<file path="config.mk">
export PLATFORM = sky130hd
export DESIGN_NAME = spi_flash_responder
export DESIGN_NICKNAME = d
export VERILOG_FILES = /design/src/rtl/spi_flash_pkg.sv /design/src/rtl/spi_pin_sync.sv /design/src/rtl/spi_flash_responder.sv
export SDC_FILE = /design/constraint.sdc
export NUM_CORES = 1
export LEC_CHECK = 0
export CORE_AREA = 2 2 120 122
export DETAILED_ROUTE_END_ITERATION = 10
export DIE_AREA = 0 0 122 124
export PLACE_DENSITY = 0.55
export SYNTH_ARGS = -nofsm -noshare
export SYNTH_HDL_FRONTEND = slang
export SYNTH_SLANG_ARGS = --single-unit
</file>
<file path="constraint.sdc">
create_clock -name clk -period 7.7 [get_ports clk]
set_input_delay 0.77 -clock clk [delete_from_list [all_inputs] [get_ports clk]]
set_output_delay 0.77 -clock clk [all_outputs]
set_load 0.1 [all_outputs]
</file>
<file path="src/rtl/spi_flash_pkg.sv">
// spi_flash_pkg: opcodes, FSM state encoding and word width shared by the SPI flash responder
package spi_flash_pkg;
   localparam logic [7:0] CMD_READ      = 8'h03;
   localparam logic [7:0] CMD_FAST_READ = 8'h0B;
   localparam int         WORD_W        = 16;
   typedef enum logic [2:0] {IDLE, CMD, ADDR, DUMMY, FETCH, DATA, IGNORE} state_t;
endpackage

</file>
<file path="src/rtl/spi_pin_sync.sv">
// spi_pin_sync: 2-flop synchronizers for cs/sclk/mosi plus sclk rise/fall pulses in the clk domain
module spi_pin_sync (
   input  logic clk,
   input  logic rst,
   input  logic cs,
   input  logic sclk,
   input  logic mosi,
   output logic cs_s,
   output logic mosi_s,
   output logic rise,
   output logic fall
);
   logic [1:0] cs_q, mosi_q;
   logic [2:0] sclk_q;
   // cs resets deasserted so the FSM stays idle while the pins settle
   always_ff @(posedge clk or posedge rst)
      if (rst) begin
         cs_q   <= 2'b11;
         mosi_q <= 2'b00;
         sclk_q <= 3'b000;
      end else begin
         cs_q   <= {cs_q[0], cs};
         mosi_q <= {mosi_q[0], mosi};
         sclk_q <= {sclk_q[1:0], sclk};
      end
   assign cs_s   = cs_q[1];
   assign mosi_s = mosi_q[1];
   assign rise   = sclk_q[1] & ~sclk_q[2];
   assign fall   = ~sclk_q[1] & sclk_q[2];
endmodule

</file>
<file path="src/rtl/spi_flash_responder.sv">
// spi_flash_responder: mode-0 single-SPI flash target streaming 16-bit words from a word-addressed memory.
// SPI_FAST_READ_EN enables opcode 0x0B with DUMMY_BITS dummy clocks.
module spi_flash_responder
   import spi_flash_pkg::*;
#(
   parameter int MEM_AW     = 16,
   parameter int ADDR_BITS  = 24,
   parameter int DUMMY_BITS = 8
) (
   input  logic              clk,
   input  logic              rst,
   input  logic              spi_cs,
   input  logic              spi_sclk,
   input  logic              spi_mosi,
   output logic              spi_miso_o,
   output logic              spi_miso_oe,
   output logic              mem_rd,
   output logic [MEM_AW-1:0] mem_addr,
   input  logic [WORD_W-1:0] mem_rdata,
   output logic              active
);
   localparam int CW = $clog2(ADDR_BITS + DUMMY_BITS + 1);
   logic              cs_s, mosi_s, rise, fall, rd_q;
   state_t            state;
   logic [CW-1:0]     cnt;
   logic [4:0]        bit_cnt;
   logic [MEM_AW-1:0] a_sh, a_next, waddr;
   logic [WORD_W-1:0] shreg, next_word;
`ifdef SPI_FAST_READ_EN
   logic              fast;
`endif
   spi_pin_sync u_sync (
      .clk    (clk),
      .rst    (rst),
      .cs     (spi_cs),
      .sclk   (spi_sclk),
      .mosi   (spi_mosi),
      .cs_s   (cs_s),
      .mosi_s (mosi_s),
      .rise   (rise),
      .fall   (fall)
   );
   // only the low MEM_AW address bits are kept; the opcode lands in the low byte
   assign a_next     = {a_sh[MEM_AW-2:0], mosi_s};
   assign spi_miso_o = shreg[WORD_W-1];
   assign active     = state != IDLE;
   always_ff @(posedge clk or posedge rst)
      if (rst) begin
         state       <= IDLE;
         cnt         <= '0;
         bit_cnt     <= '0;
         a_sh        <= '0;
         waddr       <= '0;
         shreg       <= '0;
         next_word   <= '0;
         rd_q        <= 1'b0;
         mem_rd      <= 1'b0;
         mem_addr    <= '0;
         spi_miso_oe <= 1'b0;
`ifdef SPI_FAST_READ_EN
         fast        <= 1'b0;
`endif
      end else begin
         mem_rd <= 1'b0;
         rd_q   <= mem_rd;
         if (cs_s) begin
            state       <= IDLE;
            spi_miso_oe <= 1'b0;
            shreg       <= '0;
            cnt         <= '0;
            bit_cnt     <= '0;
         end else
            case (state)
               IDLE: begin
                  state <= CMD;
                  cnt   <= '0;
               end
               CMD:
                  if (rise) begin
                     a_sh <= a_next;
                     cnt  <= cnt + CW'(1);
                     if (cnt == CW'(7)) begin
                        cnt   <= '0;
`ifdef SPI_FAST_READ_EN
                        fast  <= a_next[7:0] == CMD_FAST_READ;
                        state <= (a_next[7:0] == CMD_READ || a_next[7:0] == CMD_FAST_READ) ? ADDR : IGNORE;
`else
                        state <= a_next[7:0] == CMD_READ ? ADDR : IGNORE;
`endif
                     end
                  end
               ADDR:
                  if (rise) begin
                     a_sh <= a_next;
                     cnt  <= cnt + CW'(1);
                     if (cnt == CW'(ADDR_BITS - 1)) begin
                        cnt   <= '0;
`ifdef SPI_FAST_READ_EN
                        state <= fast ? DUMMY : FETCH;
`else
                        state <= FETCH;
`endif
                     end
                  end
`ifdef SPI_FAST_READ_EN
               DUMMY:
                  if (rise) begin
                     cnt <= cnt + CW'(1);
                     if (cnt == CW'(DUMMY_BITS - 1)) begin
                        cnt   <= '0;
                        state <= FETCH;
                     end
                  end
`endif
               // issue the read, then load the word the clk after the strobe
               FETCH:
                  if (rd_q) begin
                     shreg       <= mem_rdata;
                     spi_miso_oe <= 1'b1;
                     bit_cnt     <= '0;
                     state       <= DATA;
                  end else if (!mem_rd) begin
                     mem_rd   <= 1'b1;
                     mem_addr <= a_sh;
                     waddr    <= a_sh;
                  end
               DATA: begin
                  if (rd_q)
                     next_word <= mem_rdata;
                  if (rise) begin
                     bit_cnt <= bit_cnt + 5'd1;
                     if (bit_cnt == 5'd7) begin
                        mem_rd   <= 1'b1;
                        mem_addr <= waddr + MEM_AW'(1);
                     end
                  end else if (fall && bit_cnt != 5'd0) begin
                     if (bit_cnt == 5'd16) begin
                        shreg   <= next_word;
                        bit_cnt <= '0;
                        waddr   <= waddr + MEM_AW'(1);
                     end else
                        shreg <= {shreg[WORD_W-2:0], 1'b0};
                  end
               end
               IGNORE: ;
               default: state <= IDLE;
            endcase
      end
endmodule

</file>
==> flow_metrics.env <==
export IMPL_outcome="finished, final reports clean"
export IMPL_min_period_ns=3.18
export IMPL_yosys_area_top_type="dfrtp_1"
export IMPL_fin_setup_tns_ns=0
export IMPL_p_leak_uw=0.00261
export IMPL_cap_violations=0
export IMPL_worstRegToRegCells=5
export IMPL_grt_max_degree=55
export IMPL_setup_viol=0
export IMPL_synth_compound_area_share_pct=17.4
export IMPL_drt_wl_total_um=12300
export IMPL_area_growth_pct=14.1
export IMPL_power_switching_uw=278
export IMPL_coreArea_um2=13700
export IMPL_ys_flop_type="dfrtp_1"
export IMPL_drtPass1Iterations=4
export IMPL_p_total_uw=1140
export IMPL_synthMuxAreaShare_pct=12.2
export IMPL_root_buffer="clkbuf_16"
export IMPL_hp_class="register to register"
export IMPL_pwr_share_clk_pct=40.3
export IMPL_fin_crit_sh_pct=41.3
export IMPL_synth_area_um2=5390
export IMPL_synth_area_leaders="dfrtp_1 (47%), mux2_2 (8.6%), o21ai_0 (3.3%), a22o_1 (3.1%), mux2i_1 (2.8%)"
export IMPL_synthCells=496
export IMPL_cts_resized=0
export IMPL_grt_overflow_total=0
export IMPL_synth_edf_count=0
export IMPL_drc=0
export IMPL_ys_ff_latch=104
export IMPL_synth_xor_area_share_pct=1.63
export IMPL_crit_path_start_kind="register"
export IMPL_path_max_fanout=17
export IMPL_yosys_top_cells_count="dfrtp_1 (102), mux2_2 (41), nand2_1 (38), o21ai_0 (35), nor2_1 (26)"
export IMPL_fillCellCount=1324
export IMPL_relSlewSlack_pct=24.0
export IMPL_postCtsSetupBuffers=0
export IMPL_cp_data_arrival_time_ns=2.41
export IMPL_p_int_uw=866
export IMPL_cts_tree="yes"
export IMPL_insertion_delay_ns=0.35
export IMPL_place_congestion=0.854
export IMPL_fmax_mhz=315
export IMPL_finalMaxSlewViolations=0
export IMPL_rsz0062_at_grt="no"
export IMPL_clk_path_buf_depth=2
export IMPL_ant_nets=0
export IMPL_drive_gt1_share_pct=17.0
export IMPL_drt_iter0_markers=267
export IMPL_max_slew_worst_pin_slew_ns=1.14
export IMPL_pin_count=41
export IMPL_synth_top_area_share_pct=47.4
export IMPL_hold_depth=0
export IMPL_ys_types=77
export IMPL_initial_utilization_pct=39.3
export IMPL_endpoint_kind="output port"
export IMPL_viasPerCell=5.62
export IMPL_power_density_nw_per_um2=186
export IMPL_grtUsageTotal_pct=17.1
export IMPL_utilization_pct=44.8
export IMPL_clkTransAtPathRegs_ns=0.07
export IMPL_grt_pass1_vias=3946
export IMPL_vias=3942
export IMPL_placed_cell_area_um2=5850
export IMPL_synth_top_family_by_area="compound AO/OA/AOI/OAI gates"
export IMPL_synth_simple_area_share_pct=14.8
export IMPL_cp_required_ns=6.93
export IMPL_antenna_found_initial=0
export IMPL_htree_levels=3
export IMPL_die_w_um=122
export IMPL_hpwl_um=8060
export IMPL_vdd_drop_max_uv=115
export IMPL_switching_share_pct=24.3
export IMPL_crit_type="register to output port"
export IMPL_yosysWarnings=0
export IMPL_dieArea_um2=15100
export IMPL_die_y_um=124
export IMPL_p_seq_share_pct=51.6
export IMPL_yosysSeqAreaShare_pct=48.4
export IMPL_port_buffers=40
export IMPL_wire_per_inst_um=17.5
export IMPL_combPwrFrac_pct=8.1
export IMPL_numCtsBuffers=9
export IMPL_fin_area_um2=6140
export IMPL_hold_viol=0
export IMPL_cts_hold_fix_buffers=0
export IMPL_grt_pass1_wl_um=20200
export IMPL_ys_async_sr_fraction_pct=100
export IMPL_syn_avg_cell_area_um2=10.9
export IMPL_insertedDiodeCount=0
export IMPL_final_nets=542
export IMPL_clkSinkCount=104
export IMPL_synth_most_common_cell="dfrtp_1"
export IMPL_fin_skew_ns=0.00700
export IMPL_syn_nets=521
export IMPL_synthAdderAreaFrac_pct=1.30
export IMPL_row_count=43
-- path summary, 6_finish.rpt --
path | slack (ns) | endpoint | start
min in group asynchronous | 0.86 | mem_addr[1]$_DFFE_PP0P_ | rst
max reg2reg | 4.64 | mem_addr[0]$_DFFE_PP0P_ | state[0]$_DFFE_PP0P_
max | 4.52 | active | state[0]$_DFFE_PP0P_
min | 0.35 | u_sync.sclk_q[1]$_DFF_PP0_ | u_sync.sclk_q[0]$_DFF_PP0_
min reg2reg | 0.35 | u_sync.sclk_q[1]$_DFF_PP0_ | u_sync.sclk_q[0]$_DFF_PP0_
max in group asynchronous | 5.72 | shreg[12]$_DFFE_PP0P_ | rst
-- cells in the final DEF, fill, tap and decap left out, drive strengths merged, types with 5 or more instances in the layout --
cell,instances
a22o,19
or3,6
clkdlybuf4s50,40
xnor2,8
a211oi,9
nand3,13
nor3,12
o22ai,5
a31oi,10
clkbuf,9
mux2i,15
mux2,45
and3,5
o22a,5
a21oi,10
dfrtp,102
nand2,39
o21ai,37
nand4,5
or4,5
nor2,27
inv,14
-- cell families after synthesis --
kind of cell | count (synthesis)
simple gates | 140
fa+ha+maj | 6
compound gates | 131
mux | 60
flops | 104
xor+xnor | 10
buf+inv | 45
-- routing by layer --
layer	wire [um]	vias to the layer above	global-route usage, %	share of wire (%)
met3	466	11	3.39	3.8
met1	5700	1969	22.4	47
met2	5940	75	28.5	48
li1	-	1887	-	-
met5	0	-	0	0
met4	148	0	5.46	1.2
-- sequential cells by signal (all words and copies together) (netlist names) --
| signal | cells |
|---|---|
| u_sync.cs_q | 2 |
| shreg | 16 |
| mem_rd | 1 |
| spi_miso_oe | 1 |
| rd_q | 1 |
| next_word | 16 |
| state | 3 |
| cnt | 6 |
| waddr | 16 |
| a_sh | 16 |
| mem_addr | 16 |
| bit_cnt | 5 |
| u_sync.mosi_q | 2 |
| u_sync.sclk_q | 3 |
-- layout make-up --
type | count | area, um^2 | share of cell area (%)
Clock buffer | 9 | 225 | 3.67
Clock inverter | 7 | 70.1 | 1.14
Inverter | 12 | 47.5 | 0.774
Multi-Input combinational cell | 347 | 2550 | 41.5
Sequential cell | 104 | 2610 | 42.4
Tap cell | 180 | 225 | 3.67
Timing Repair Buffer | 43 | 423 | 6.88
-- metrics by stage --
stage          setup slack (ns)  std cells  hold WS, ns
6_report                   4.52        702        0.349
5_1_grt                    4.29        702        0.359
4_1_cts                    4.51        702        0.352
3_5_place_dp               4.63        686        0.336
3_3_place_gp               4.73        686        0.336
2_1_floorplan              4.20        496        0.331
-- worst max-delay path: stages (launching register included) --
cell and delay [ns]:
dfrtp_1 0.69, or3_1 0.23, clkdlybuf4s50_1 1.14
-- power by group through the flow --
| stage | combinational, uW | sequential, uW | clock, uW |
|---|---|---|---|
| after floorplan | 64.8 | 596 | 0 |
| after global placement | 93.2 | 600 | 0 |
| after detailed placement | 94.2 | 601 | 0 |
| after CTS | 94.6 | 590 | 478 |
| after global routing | 104 | 594 | 497 |
| final | 92.4 | 591 | 461 |
(Power assumes the default switching activity.)
==> RTL change 1, RTL diff (same flow settings) <==
Compare `cnt` against `CW'(ADDR_BITS - 1)` with >= in place of ==.
--- a/src/rtl/spi_flash_responder.sv
+++ b/src/rtl/spi_flash_responder.sv
@@ -95,3 +95,3 @@
                      cnt  <= cnt + CW'(1);
-                     if (cnt == CW'(ADDR_BITS - 1)) begin
+                     if (cnt >= CW'(ADDR_BITS - 1)) begin
                         cnt   <= '0;
Formal check against the unedited RTL: no difference found for any inputs over 10 cycles, from zero or initial values and one cycle with rst high; that may be too few to reach the edited logic, so the function may still have changed.
==> RTL change 1 against the unedited design <==
Worst setup slack lost 0.45 ns. Wire length shrank 6.8%. Sequential cell count is the same. Worst hold slack gained 0.0071 ns. Utilization shrank 1.1 points. Synthesized cell count shrank 1.8%. Synthesized area shrank 2.9%. Count of clock-buffer cells in the layout grew 5. Clock skew grew 0.0010 ns. Final area shrank 2.5%.
Power is not compared: it rests on default switching activity, and its combinational part moved more than twofold at a synthesized area within 25%.
==> RTL change 1: results (changes against the unedited design) <==
metric,value,unit,change
status,finished clean,,unchanged
drive_above_1_share,13.8,%,was 17.0%
final_nets,536,,was 542
hp-start,u_sync.cs_q[0],,was u_sync.sclk_q[0]
layoutNonFillerInstCount,696,,was 702
num-fill-cells,1325,,"was 1,324"
synth_common_cells,"dfrtp_1, nand2_1, nor2_1",,"was dfrtp_1, mux2_2, nand2_1"
synth_compound_area_share,18.2,%,was 17.4%
hold_end,u_sync.cs_q[1],,was u_sync.sclk_q[1]
synthTopCellsByArea,"dfrtp_1, mux2_2, nand2_1",,"was dfrtp_1, mux2_2, o21ai_0"
synth-xor-area-share,2.51,%,was 1.63%
cpMaxStageDelayCell,nand3b_2,,was clkdlybuf4s50_1
dpl_cell_area,5710,sq um,was 5850 sq um
ff2ff_path_depth,6,,was 5
grt_max_degree,72,,was 55
hpwl,7.32,mm,was 8.06 mm
crit_type,reg -> reg,,was reg -> out
synth_cell_types,60,,was 77
slew_headroom,30.2,%,was 24.0%
ff2ff_setup_slack,4.08,ns,was 4.64 ns
dr.first_iter.drc_count,236,,was 267
worstPathMaxFanout,51,,was 17
first_global_vias,3654,,"was 3,946"
crit_arrival,3.81,ns,was 2.41 ns
hold_ws,0.356,ns,was 0.349 ns
fin_crit,3.62,ns,was 3.18 ns
ys.flop_type,dfrtp_1,,unchanged
reg2reg_to,mem_addr[13],,was mem_addr[0]
synth-adder-area-share,0.957,%,was 1.30%
post_drt_wl_per_cell,16.4,um,was 17.5 um
synth_nets,512,,was 521
avgViaCountPerCell,5.37,,was 5.62
gp_congestion,0.822,,was 0.854
dpl.cell_count,680,,was 686
crit_family,simple AND/OR/NAND/NOR gates,,was buffers and inverters
grt_pass1_wl,19.1,mm,was 20.2 mm
muxShareOfSynthArea,12.2,%,about the same
cts_resized,0,,unchanged
grt_usage,16.2,%,was 17.1%
ys_warn_count,0,,unchanged
syn_area_per_cell,10.7,sq um,was 10.9 sq um
cpPeakStageDelay,0.90,ns,was 1.14 ns
pre_cts_ws,4.04,ns,was 4.63 ns
==> RTL change 1: cell count changes in the layout (fill, tap and decap cells not counted), moves of 9 or more <==
cell,delta
xor2_1,+9
mux2_4,+13
nand2_1,+23
mux2_2,-16
==> RTL change 1: area by class of cell <==
type                    count  area (sq um)  share of cell area [%]
clock buffers              14           264                    4.41
clock inverters             2          16.3                   0.271
inverters                  11          43.8                   0.731
multi-input cells         342          2410                    40.3
flip-flops and latches    104          2610                    43.5
well taps                 180           225                    3.76
repair buffers             43           423                    7.06
==> RTL change 1: metal layers <==
metal	part of all wire, %	wire length [um]	GRT usage (%)	vias to the layer above
met5	0	0	0	-
met4	1.1	121	3.88	0
met3	3.9	448	4.58	12
met2	46	5280	25.2	65
met1	49	5580	22.4	1837
li1	-	-	-	1822
==> RTL change 1: per-stage QoR <==
step	total power, W	util (%)
after CTS	0.00200	43.7
after floorplan	0.00139	-
after global routing	0.00210	43.7
final	0.00198	43.7
after detailed placement	0.00155	41.6
after global placement	0.00153	41.6
==> RTL change 2, RTL diff (same flow settings) <==
Without the edit above. The parameter `MEM_AW` goes from 16 to 15.
--- a/src/rtl/spi_flash_responder.sv
+++ b/src/rtl/spi_flash_responder.sv
@@ -5,3 +5,3 @@
 #(
-   parameter int MEM_AW     = 16,
+   parameter int MEM_AW     = 15,
    parameter int ADDR_BITS  = 24,
Ports: changed (resized mem_addr); port bits go from 41 to 40. No check against the original RTL was run, so the function may have changed too.
==> RTL change 2 against the unedited design <==
Wire length decreased by 7.3%. Final area decreased by 1.9%. Register-to-register slack improved by 0.36 ns. Count of clock-buffer cells in the layout increased by 3. Critical path depth increased by 1. Final cell count decreased by 2.1%. Worst setup slack got worse by 0.026 ns. Fmax decreased by 0.83%. Die area unchanged. Sequential cell count decreased by 3. Worst hold slack about the same. Synthesized area decreased by 2.1%.
Power is not compared: it rests on default switching activity, and its combinational part moved more than twofold at a synthesized area within 25%.
==> RTL change 2: results (changes against the unedited design) <==
metric,value,unit,change
cts_setup_buffers,0,,unchanged
htreeDepth,3,,unchanged
hpwl,7.45,mm,was 8.06 mm
drt-total-wl,11.4,mm,was 12.3 mm
first_pass_iters,5,,was 4
gp_congestion,0.834,,was 0.854
post_drt_wl_per_cell,16.5,um,was 17.5 um
ys.flop_type,dfrtp_1,,unchanged
dpl.cell_count,671,,was 686
synth_cell_types,75,,was 77
ff2ff_setup_slack,5.00,ns,was 4.64 ns
cts-root-buf,clkbuf_16,,unchanged
dr.first_iter.drc_count,178,,was 267
synth_nets,501,,was 521
clock_latency,0.35,ns,about the same
leakagePower,2.51,nW,
vias,3795,,"was 3,942"
overflow,0,,unchanged
clockBufferDepth,2,,unchanged
insertedDiodeCount,0,,unchanged
clk_pin_slew,0.07,ns,about the same
grt_max_degree,64,,was 55
hold_path.class,reg -> reg,,unchanged
dpl_cell_area,5740,sq um,was 5850 sq um
synthTopCellsByArea,"dfrtp_1, mux2_2, mux2i_1",,"was dfrtp_1, mux2_2, o21ai_0"
status,finished clean,,unchanged
final_nets,527,,was 542
synth_common_cells,"dfrtp_1, nand2_1, o21ai_0",,"was dfrtp_1, mux2_2, nand2_1"
finalHoldViolCount,0,,unchanged
drive_above_1_share,15.6,%,was 17.0%
grt_pass1_wl,19.3,mm,was 20.2 mm
grt_usage,16.4,%,was 17.1%
portBuffers,39,,was 40
ys_seq_area_share,48.0,%,was 48.4%
slew_headroom,34.5,%,was 24.0%
worstPathMaxFanout,18,,was 17
crit_arrival,2.43,ns,was 2.41 ns
synth_cells,476,,was 496
period_share,41.6,%,was 41.3%
cpPeakStageDelay,1.13,ns,
cpMaxStageDelayCell,clkdlybuf4s50_1,,unchanged
largestRegisters,"next_word: 16 flops, shreg: 16 flops",,
hold_ws,0.349,ns,about the same
finalClockSkew,0.00508,ns,was 0.00700 ns
peakVddDrop,0.000244,V,
async_flop_share,100,%,unchanged
pre_cts_ws,4.87,ns,was 4.63 ns
[RTL change 2: worst paths after layout]
path / cells after the start / from / to
worst min-delay path: 0 / u_sync.sclk_q[0] / u_sync.sclk_q[1]
worst min register to register: 0 / u_sync.sclk_q[0] / u_sync.sclk_q[1]
worst max register to register: 5 / state[0] / mem_addr[4]
min in group asynchronous: 2 / rst / next_word[6]
worst max-delay path: 3 / state[0] / active
max in group asynchronous: 3 / rst / a_sh[11]
[RTL change 2: cell families after synthesis]
group / count (synthesis) / share of synthesized area, %
and+or+nand+nor: 126 / 12.8
adders and majority gates: 6 / 1.33
xor gates and xnor gates: 4 / 0.664
AOI/OAI and AO/OA: 126 / 17.9
DFF: 101 / 48.0
buffers and inverters: 46 / 4.89
muxes: 67 / 14.5
[RTL change 2: metal layers]
layer / up-vias / track usage, % / routed length (um)
li1: 1815 / - / -
met1: 1913 / 21.5 / 5370
met3: 11 / 3.71 / 459
met4: 0 / 5.75 / 189
met5: - / 0 / 0
met2: 56 / 26.6 / 5340
[RTL change 2: layout make-up]
| type | count | area (sq um) |
|---|---|---|
| tap | 180 | 225 |
| inverter | 18 | 75.1 |
| fill | 1305 | 7690 |
| timing repair buffer | 43 | 420 |
| clock buffer | 12 | 246 |
| multi-input combinational | 329 | 2490 |
| sequential | 101 | 2530 |
| clock inverter | 4 | 47.5 |
[RTL change 2: worst max-delay path: cells and delay by family (launching register included)]
kind | cells | cell delay (ns)
buf+inv | 2 | 1.29
flops | 1 | 0.67
simple gates | 1 | 0.12
[RTL change 2: where the power goes]
group          total [W]  switching, W  internal [W]
sequential      0.000801      0.000131      0.000669
combinational   0.000766      0.000492      0.000274
clock           0.000459      0.000199      0.000260
total            0.00203      0.000822       0.00120
